[src/rtl/if_prefetch_stage.sv]
// Instruction fetch stage with a prefetch FIFO: keeps up to MAX_OUTSTANDING
// requests in flight on the req/gnt/rvalid bus and hands buffered words to ID.
module if_prefetch_stage #(
  parameter int WORD_WIDTH      = 32,
  parameter int FIFO_DEPTH      = 4,
  parameter int MAX_OUTSTANDING = 2
) (
  input  logic                  clk,
  input  logic                  rst_n,
  input  logic                  fetch_en_i,
  input  logic [WORD_WIDTH-1:0] pc_start_address_i,
  output logic                  instr_req_o,
  output logic [WORD_WIDTH-1:0] instr_addr_o,
  input  logic                  instr_gnt_i,
  input  logic                  instr_rvalid_i,
  input  logic [WORD_WIDTH-1:0] instr_rdata_i,
  input  logic                  branch_i,
  input  logic [WORD_WIDTH-1:0] branch_target_i,
  output logic                  instr_valid_o,
  input  logic                  instr_ready_i,
  output logic [WORD_WIDTH-1:0] instruction_o,
  output logic [WORD_WIDTH-1:0] program_count_o,
  output logic [WORD_WIDTH-1:0] pc_plus4_o,
  output logic                  busy_o
);

  localparam int CNT_W = $clog2(FIFO_DEPTH + 1);
  localparam int PTR_W = $clog2(FIFO_DEPTH);
  localparam logic [CNT_W-1:0]  CNT_ONE   = CNT_W'(1);
  localparam logic [CNT_W-1:0]  DEPTH_C   = CNT_W'(FIFO_DEPTH);
  localparam logic [CNT_W-1:0]  MAX_OUT_C = CNT_W'(MAX_OUTSTANDING);
  localparam logic [PTR_W-1:0]  PTR_ONE   = PTR_W'(1);
  localparam logic [WORD_WIDTH-1:0] WORD_STEP = WORD_WIDTH'(4);

  typedef enum logic [1:0] {IDLE, FETCH, WAIT_GNT} fetchState_e;

  fetchState_e state_q, state_d;
  logic [WORD_WIDTH-1:0] fetchAddr_q, fetchAddr_d;
  logic [WORD_WIDTH-1:0] respPc_q, respPc_d;
  logic [WORD_WIDTH-1:0] pendTarget_q, pendTarget_d;
  logic                  staleReq_q, staleReq_d;
  logic [CNT_W-1:0]      outstanding_q, outstanding_d;
  logic [CNT_W-1:0]      discardCnt_q, discardCnt_d;
  logic [CNT_W-1:0]      fifoCount_q, fifoCount_d;
  logic [PTR_W-1:0]      wrPtr_q, wrPtr_d;
  logic [PTR_W-1:0]      rdPtr_q, rdPtr_d;
  logic [WORD_WIDTH-1:0] fifoInstr_q [FIFO_DEPTH];
  logic [WORD_WIDTH-1:0] fifoPc_q    [FIFO_DEPTH];

  logic                  reqGranted, respValid, push, pop, credit;
  logic [WORD_WIDTH-1:0] targetAligned, bootAligned;
  logic [CNT_W:0]        inUse;
  logic                  unusedLowBits;

  assign targetAligned = {branch_target_i[WORD_WIDTH-1:2], 2'b00};
  assign bootAligned   = {pc_start_address_i[WORD_WIDTH-1:2], 2'b00};
  assign unusedLowBits = ^{branch_target_i[1:0], pc_start_address_i[1:0]};

  always_ff @(posedge clk) begin
    if (!rst_n) begin
      state_q       <= IDLE;
      fetchAddr_q   <= bootAligned;
      respPc_q      <= bootAligned;
      pendTarget_q  <= bootAligned;
      staleReq_q    <= 1'b0;
      outstanding_q <= '0;
      discardCnt_q  <= '0;
      fifoCount_q   <= '0;
      wrPtr_q       <= '0;
      rdPtr_q       <= '0;
    end else begin
      state_q       <= state_d;
      fetchAddr_q   <= fetchAddr_d;
      respPc_q      <= respPc_d;
      pendTarget_q  <= pendTarget_d;
      staleReq_q    <= staleReq_d;
      outstanding_q <= outstanding_d;
      discardCnt_q  <= discardCnt_d;
      fifoCount_q   <= fifoCount_d;
      wrPtr_q       <= wrPtr_d;
      rdPtr_q       <= rdPtr_d;
    end
  end

  always_ff @(posedge clk) begin
    if (push) begin
      fifoInstr_q[wrPtr_q] <= instr_rdata_i;
      fifoPc_q[wrPtr_q]    <= respPc_q;
    end
  end

  // Responses with nothing in flight (e.g. left over from before a reset) are ignored.
  always_comb begin
    reqGranted    = instr_req_o & instr_gnt_i;
    respValid     = instr_rvalid_i & (outstanding_q != '0);
    push          = respValid & (discardCnt_q == '0) & ~branch_i;
    pop           = instr_valid_o & instr_ready_i & ~branch_i;
    outstanding_d = outstanding_q + CNT_W'(reqGranted) - CNT_W'(respValid);
    discardCnt_d  = discardCnt_q;
    fifoCount_d   = fifoCount_q + CNT_W'(push) - CNT_W'(pop);
    wrPtr_d       = push ? wrPtr_q + PTR_ONE : wrPtr_q;
    rdPtr_d       = pop ? rdPtr_q + PTR_ONE : rdPtr_q;
    respPc_d      = push ? respPc_q + WORD_STEP : respPc_q;
    fetchAddr_d   = fetchAddr_q;
    staleReq_d    = staleReq_q & ~reqGranted;
    pendTarget_d  = pendTarget_q;
    if (respValid && (discardCnt_q != '0)) discardCnt_d = discardCnt_q - CNT_ONE;
    if (reqGranted) begin
      if (staleReq_q) begin
        discardCnt_d = discardCnt_d + CNT_ONE;
        fetchAddr_d  = pendTarget_q;
      end else begin
        fetchAddr_d  = fetchAddr_q + WORD_STEP;
      end
    end
    // A request still waiting for its grant cannot be retracted, so it is
    // marked stale and the target is parked until that grant arrives.
    if (branch_i) begin
      fifoCount_d  = '0;
      wrPtr_d      = '0;
      rdPtr_d      = '0;
      discardCnt_d = outstanding_d;
      respPc_d     = targetAligned;
      if (instr_req_o && !instr_gnt_i) begin
        staleReq_d   = 1'b1;
        pendTarget_d = targetAligned;
      end else begin
        staleReq_d   = 1'b0;
        fetchAddr_d  = targetAligned;
      end
    end
    inUse  = {1'b0, outstanding_d} + {1'b0, fifoCount_d};
    credit = (inUse < {1'b0, DEPTH_C}) && (outstanding_d < MAX_OUT_C);
  end

  always_comb begin
    state_d = state_q;
    case (state_q)
      IDLE:            if (fetch_en_i && credit) state_d = FETCH;
      FETCH, WAIT_GNT: begin
        if (instr_gnt_i) state_d = (fetch_en_i && credit) ? FETCH : IDLE;
        else             state_d = WAIT_GNT;
      end
      default:         state_d = IDLE;
    endcase
  end

  always_comb begin
    instr_req_o     = (state_q == FETCH) || (state_q == WAIT_GNT);
    instr_addr_o    = fetchAddr_q;
    instr_valid_o   = (fifoCount_q != '0);
    instruction_o   = fifoInstr_q[rdPtr_q];
    program_count_o = fifoPc_q[rdPtr_q];
    pc_plus4_o      = program_count_o + WORD_STEP;
    busy_o          = instr_req_o | (outstanding_q != '0);
  end

  always @(posedge clk) begin
    if (rst_n) assert (!(push && (fifoCount_q == DEPTH_C)));
  end

endmodule

[config.mk]
export PLATFORM = sky130hd
export DESIGN_NAME = if_prefetch_stage
export DESIGN_NICKNAME = d
export VERILOG_FILES = /design/src/rtl/if_prefetch_stage.sv
export SDC_FILE = /design/constraint.sdc
export NUM_CORES = 1
export LEC_CHECK = 0
export CAP_MARGIN = 10
export CORE_UTILIZATION = 36
export CTS_CLUSTER_DIAMETER = 150
export DETAILED_ROUTE_END_ITERATION = 7
export GPL_TIMING_DRIVEN = 0
export MAX_ROUTING_LAYER = met4
export PLACE_DENSITY_LB_ADDON = 0.12
export SLEW_MARGIN = 20
export SYNTH_ARGS = -nofsm -noshare
export SYNTH_HDL_FRONTEND = slang
export SYNTH_SLANG_ARGS = --single-unit
[constraint.sdc]
create_clock -name clk -period 6.8 [get_ports clk]
set_input_delay 1.36 -clock clk [delete_from_list [all_inputs] [get_ports clk]]
set_output_delay 1.36 -clock clk [all_outputs]
set_load 0.05 [all_outputs]
# == Yosys cells after proc, flatten, opt, wreduce, memory -nomap -nowiden ==
# Memories as Yosys holds them, arrays and structs flattened. A register that Yosys moved wholly into a read port is not among the register bits.
# Index checks and enable logic that the tools add are counted.
# totals
register_bits,110
ramBits,256
inputBits,103
out_inout_bits,131
mem_count,2
# memory_table
memory,depth,word_bits,rd,rd_ports_with_merged_regs,write_ports,line_no,source
fifoInstr_q,4,32,1,1,1,47,logic [WORD_WIDTH-1:0] fifoInstr_q [FIFO_DEPTH];
fifoPc_q,4,32,1,1,1,48,logic [WORD_WIDTH-1:0] fifoPc_q [FIFO_DEPTH];
# op_classes
addsub,12
order_cmp,2
eq_ne,6
mux,28
bitwise,11
reduce_logical,14
# ops
cell,count
$mux W32,11
$add A32 B3 Y32 const B,3
$mux W3,5
$mux W2,6
$reduce_bool A3 Y1,3
$and A1 B1 Y1,7
$add A3 B1 Y3,2
$sub A3 B1 Y3,2
$mux W1,5
$add A2 B1 Y2 const B,2
$add A3 B3 Y4,1
$logic_and A1 B1 Y1,4
$lt A4 B3 Y1 const B,1
$ne A2 B1 Y1 const B,2
$pmux W2 S2,1
$reduce_or A2 Y1,2
$add A3 B1 Y3 const B,1
$logic_not A3 Y1,1
$lt A3 B2 Y1 const B,1
$ne A3 B1 Y1 const B,1
$not A1 Y1,3
$sub A3 B1 Y3 const B,1
$eq A2 B1 Y1 const B,1
$eq A2 B2 Y1 const B,1
6 further kinds,6

# == Logic depth before layout (Yosys ltp) ==
# Gate-level depths: netlist of run 1.
# logic_depth
depth_word,14
ltp_mapped,20
ltp_nobuf,20

# == Worst setup path before layout of run 1 ==
# No wires, ideal clock.
# synth_path
path_kind,input to register
start,in instr_gnt_i
end,reg state_q[0]
setup_ns,0.126
t_arrival_ns,5.157
slack_ns,1.516
path_stages,18
path_buffers,4
cell_sequence,and2_1 > clkbuf_1 > inv_1 > clkbuf_1 > buf_2 > buf_1 > ha_1 > inv_1 > ha_1 > fa_1 > xor2_1 > xnor2_1 > ha_1 > or4b_2 > or4_1 > mux2i_1 > a21oi_1 > nor2_1
# synth_via
elab_chain_len,10
elab_cells_between_ends,12
classes_between,add/sub: 3; order compare: 2; eq/ne: 1; mux: 3; bitwise: 1; reduce/logical: 2
# synth_rtl
item,line_no,source
"start, declared",14,"input logic instr_gnt_i,"
$and A1 B1 Y1 *,94,reqGranted = instr_req_o & instr_gnt_i;
$add A3 B1 Y3 *,98,outstanding_d = outstanding_q + CNT_W'(reqGranted) - CNT_W'(respValid);
$sub A3 B1 Y3 *,98,
via outstanding_d[2],42,"logic [CNT_W-1:0] outstanding_q, outstanding_d;"
$add A3 B3 Y4,132,"inUse = {1'b0, outstanding_d} + {1'b0, fifoCount_d};"
$lt A4 B3 Y1,133,"credit = (inUse < {1'b0, DEPTH_C}) && (outstanding_d < MAX_OUT_C);"
$logic_and A1 B1 Y1 *,133,
$logic_and A1 B1 Y1 *,"139, 141",
$mux W1,141,if (instr_gnt_i) state_d = (fetch_en_i && credit) ? FETCH : IDLE;
$mux W2,141,
$pmux W2 S2,138,case (state_q)
"end signal, assigned",72,state_q <= state_d;
"end, declared",37,"fetchState_e state_q, state_d;"
# Mark *: on every way through the listed nets, which the timed path passes. The rest lies on a longest branch.
# A chain may end at the register's enable or synchronous reset.

# == Worst setup path in the final report of run 1 ==
# Same ends and word-level chain as after synthesis.

==> results of run 1 <==
==> placed cells by master, fill, tap and decap left out, types with 7 or more instances in the layout <==
master / n
edfxtp_1: 308
clkdlybuf4s50_1: 224
nand2_1: 134
nor2_1: 72
o21ai_0: 68
mux4_2: 53
dfxtp_1: 50
clkbuf_1: 48
nand3_1: 45
xnor2_1: 42
clkbuf_16: 41
a21oi_1: 31
xor2_1: 28
inv_1: 22
nand4_1: 19
mux2i_1: 18
ha_1: 18
nor3_1: 15
and4_1: 13
clkinv_1: 12
and2_1: 12
mux2_2: 12
o211ai_1: 10
mux4_1: 9
buf_1: 9
or3_1: 8
and3_1: 8
buf_2: 8
a31oi_1: 8
nor2b_1: 7
a21o_1: 7
o22ai_1: 7
==> cell families (layout without fill, tap and decap cells) <==
family                     count (synthesis)  after routing
AOI/OAI and AO/OA                        173            173
xor gates and xnor gates                  70             70
muxes                                     92             92
and+or+nand+nor                          363            363
buffers and inverters                     85            385
other                                      1              4
adders and majority gates                 20             20
DFF                                      358            358
==> per-stage QoR <==
step	power [W]	worst slack, ns	instances
after global routing	0.00641	0.255	2057
after CTS	0.00622	0.512	2057
after global placement	0.00411	-0.237	1981
after floorplan	0.00359	1.52	1165
final	0.00616	0.474	2057
after detailed placement	0.00412	-0.0774	1986
==> worst max-delay path, delay by kind of cell <==
kind | cells | cell delay, ns
buffers and inverters | 7 | 2.26
and+or+nand+nor | 4 | 1.46
adders and majority gates | 4 | 1.00
xor gates and xnor gates | 2 | 0.34
muxes | 1 | 0.16
AOI/OAI and AO/OA | 1 | 0.15
==> layout make-up <==
| type | count | area share |
|---|---|---|
| plain buffers | 61 | 0.0139 |
| inverters | 24 | 0.00439 |
| flip-flops and latches | 358 | 0.500 |
| well taps | 592 | 0.0361 |
| clock inverters | 19 | 0.00842 |
| clock buffers | 52 | 0.0520 |
| repair buffers | 229 | 0.116 |
| multi-input cells | 722 | 0.270 |
==> power groups by stage <==
stage | Combinational [W] | Clock (W) | Sequential (W)
final | 0.00136 | 0.00208 | 0.00272
after global routing | 0.00145 | 0.00222 | 0.00274
after CTS | 0.00137 | 0.00213 | 0.00272
after detailed placement | 0.00136 | 0 | 0.00276
after global placement | 0.00134 | 0 | 0.00277
after floorplan | 0.000785 | 0 | 0.00281
==> cells in the mapped netlist, drive strengths merged (3+ instances only) <==
cell type and number:
o211ai 10, or4 5, xnor2 42, and3 8
a31oi 8, a221o 4, buf 24, mux2i 18
o221ai 6, dfxtp 50, xor2 28, a221oi 5
clkbuf 37, or3 8, nor3 16, and2 18
a21o 7, o21ai 69, nor4 7, o22ai 7
inv 22, nand4 20, nand3 46, ha 18
and4 13, a31o 3, mux4 62, mux2 12
edfxtp 308, nor2 73, nand2 136, a21oi 31
nor2b 7
==> state kept, by name, indices dropped and copies added, names as in the netlist, named ones only <==
| signal | count |
|---|---|
| fifoInstr_q | 128 |
| fifoPc_q | 120 |
| instr_addr_o | 32 |
| pendTarget_q | 30 |
| respPc_q | 30 |
| discardCnt_q | 3 |
| fifoCount_q | 3 |
| outstanding_q | 3 |
| rdPtr_q | 2 |
| state_q | 2 |
| wrPtr_q | 2 |
| staleReq_q | 1 |
==> final timing paths <==
kind,to,depth (start not counted),slack (ns),startpoint
hold / removal,instr_addr_o[1],1,0.46,instr_addr_o[1]
hold reg to reg,instr_addr_o[1],1,0.46,instr_addr_o[1]
setup / recovery,state_q[0],19,0.47,instr_gnt_i
setup reg to reg,state_q[0],20,0.87,state_q[0]
==> routing by layer <==
layer	vias up	routed length, um	part of all wire	global-route usage
met2	378	21600	0.46	0.333
met1	5299	20900	0.45	0.286
li1	5017	-	-	-
met4	0	1330	0.029	0.0685
met5	-	0	0	-
met3	72	2660	0.057	0.0335
==> key figures, run 1 <==
Pwr
  – Cell internal pwr: 0.00426 W
  – Psw: 0.00191 W
  – Comb power frac: 0.221
  – VDD IR max: ~0.00015 V
  – Sw Share: 0.309
  – Reg power frac: 0.441
  – Power Density: ~300 mW/mm^2
  – Clock power frac: 0.338
  – Leak: 6.92 nW

Clock tree
  – Root Buffer: clkbuf_16
  – Hold-fix buffers at CTS: 0
  – CTS-repair resized insts: 0
  – CTS clk-pin slew, worst paths: 0.06 ns
  – CTS H-tree depth: 2
  – CTS tree: built
  – Worst-Skew Late Latency: roughly 0.56 ns
  – Max Root-Sink Buffers: 3
  – Setup Buffers After CTS: 0
  – CTS Buf Count: 40
  – Total clock sinks: 358

Routing
  – Iteration-0 DRC Markers: 879
  – WL final: around 46,000 um
  – TritonRoute pass-1 iters: 5
  – DR WL/cell: 22.6 um
  – Vias per Instance: approximately 5.2
  – DR DRC count: 0
  – Vias: approximately 11,000
  – Post-DRT Antenna Nets: 0

Worst setup path
  – Critical Path End Type: flop
  – CP max stage cell: or4b_2
  – Crit Path Max Fanout: 10
  – CP peak stage delay: approximately 0.65 ns
  – Critical path required time: just over 7 ns
  – Arr. time, crit path: 6.75 ns
  – Crit Path Class: in -> reg
  – Startpoint Class: input pin
  – CP dominant cell by count: ha_1
  – CP Cell Sequence: clkdlybuf4s50_1 > and2_1 > clkbuf_1 > inv_1 > clkbuf_1 > buf_2 > buf_1 > ha_1 > inv_1 > ha_1 > fa_1 > xor2_1 > xnor2_1 > ha_1 > or4b_2 > or4_1 > mux2i_1 > a21oi_1 > nor2_1

Global route
  – Global-route wire length before repair: between 60,000 and 70,000 um
  – Total track usage: 0.214
  – Total global routing overflow: 0
  – Pin count of the biggest net entering global routing: 46
  – Initial antenna violation count: 0
  – Vias in the first global route: 10,800

Place
  – Dpl cell area: 0.0193 mm^2
  – IO buf count: approximately 220
  – HPWL Detailed: about 33,000 um
  – RePlAce Congestion: 0.931

STA
  – Max_slew headroom: 0.257
  – WHS: about 0.46 ns
  – Final Cycle Share: 0.930
  – Setup violations, final: 0
  – Setup_tns: 0 ns
  – Final hold vios: 0
  – Fin. max-slew vios: 0
  – Highest clock rate: 158 MHz
  – Worst clock skew: between 0.01 and 0.015 ns
  – Worst-Margin Slew: 1.11 ns
  – RSZ-0062 raised after global routing: false
  – Final min period: 6.33 ns

Final layout
  – Area of the multi-input gates: 0.00554 mm^2
  – Final core utilization: 0.464
  – Fin area: 0.0205 mm^2
  – Reg area: 0.0102 mm^2
  – Fill cells: around 3,900
  – P&R area growth vs syn: 27.2%
  – Layout cell share with drive strength beyond 1: 0.106
  – Ant diodes: 0
  – Fin nets: 1,559

Die
  – Die Ht: 214 um
  – IO Count: 234
  – Die footprint: 0.0456 mm^2
  – CORE AREA: 0.0442 mm^2
  – Num rows: 77
  – Initial core utilization: 0.365
  – Die Wd: 214 um

Synthesis
  – Yosys top cell by area: edfxtp_1
  – Top post-synthesis cells by area: edfxtp_1 57%, mux4_2 7.4%, dfxtp_1 6.2%
  – Main synth FF type: edfxtp_1
  – Mean area per synthesized cell: 13.9 um^2
  – Multiplexer area fraction after synthesis: 0.108
  – Synth Register Bits: 358
  – Synth Area in XOR/XNOR: 0.0380
  – Synth Area in Adders: 0.0164
  – Seq/Total Area, Yosys: 0.636
  – Synth Instances: 1,162
  – Post-synth top area share: 0.574
  – Simple logic cell fraction of the synthesized area: 0.111
  – Compound-cell area share of the yosys netlist: 0.0671
  – Unique masters post-synth: 70
  – Yosys Warn Count: 0
  – Async SR Flop Fraction: 0
  – Post-Syn Area: ~0.016 mm^2
  – Post-synth EDFFs: approximately 310
  – Largest family of logic cells by synthesized area: simple AND/OR/NAND/NOR gates

Worst hold path
  – Worst min path class: reg -> reg

Run status
  – Run status: completed

Job
  – Total of max-cap violations: 0
No activity file was read; power rests on OpenSTA's default activity.
==> inputs of run 2 (changes only) <==
==> constraint.sdc (replaced) <==
create_clock -name clk -period 7.7 [get_ports clk]
set_input_delay 1.54 -clock clk [delete_from_list [all_inputs] [get_ports clk]]
set_output_delay 1.54 -clock clk [all_outputs]
set_load 0.05 [all_outputs]
==> results of run 2 <==
The final DEF is identical to that of run 1. Status: completed.
Among the figures that moved: setup slack after placement -0.0774 ns -> 0.643 ns; setup slack after layout 0.474 ns -> 1.19 ns; register-to-register setup slack 0.87 ns -> 1.77 ns; total power 0.00616 W -> 0.00544 W; worst IR drop on VDD 0.000148 V -> 0.000131 V
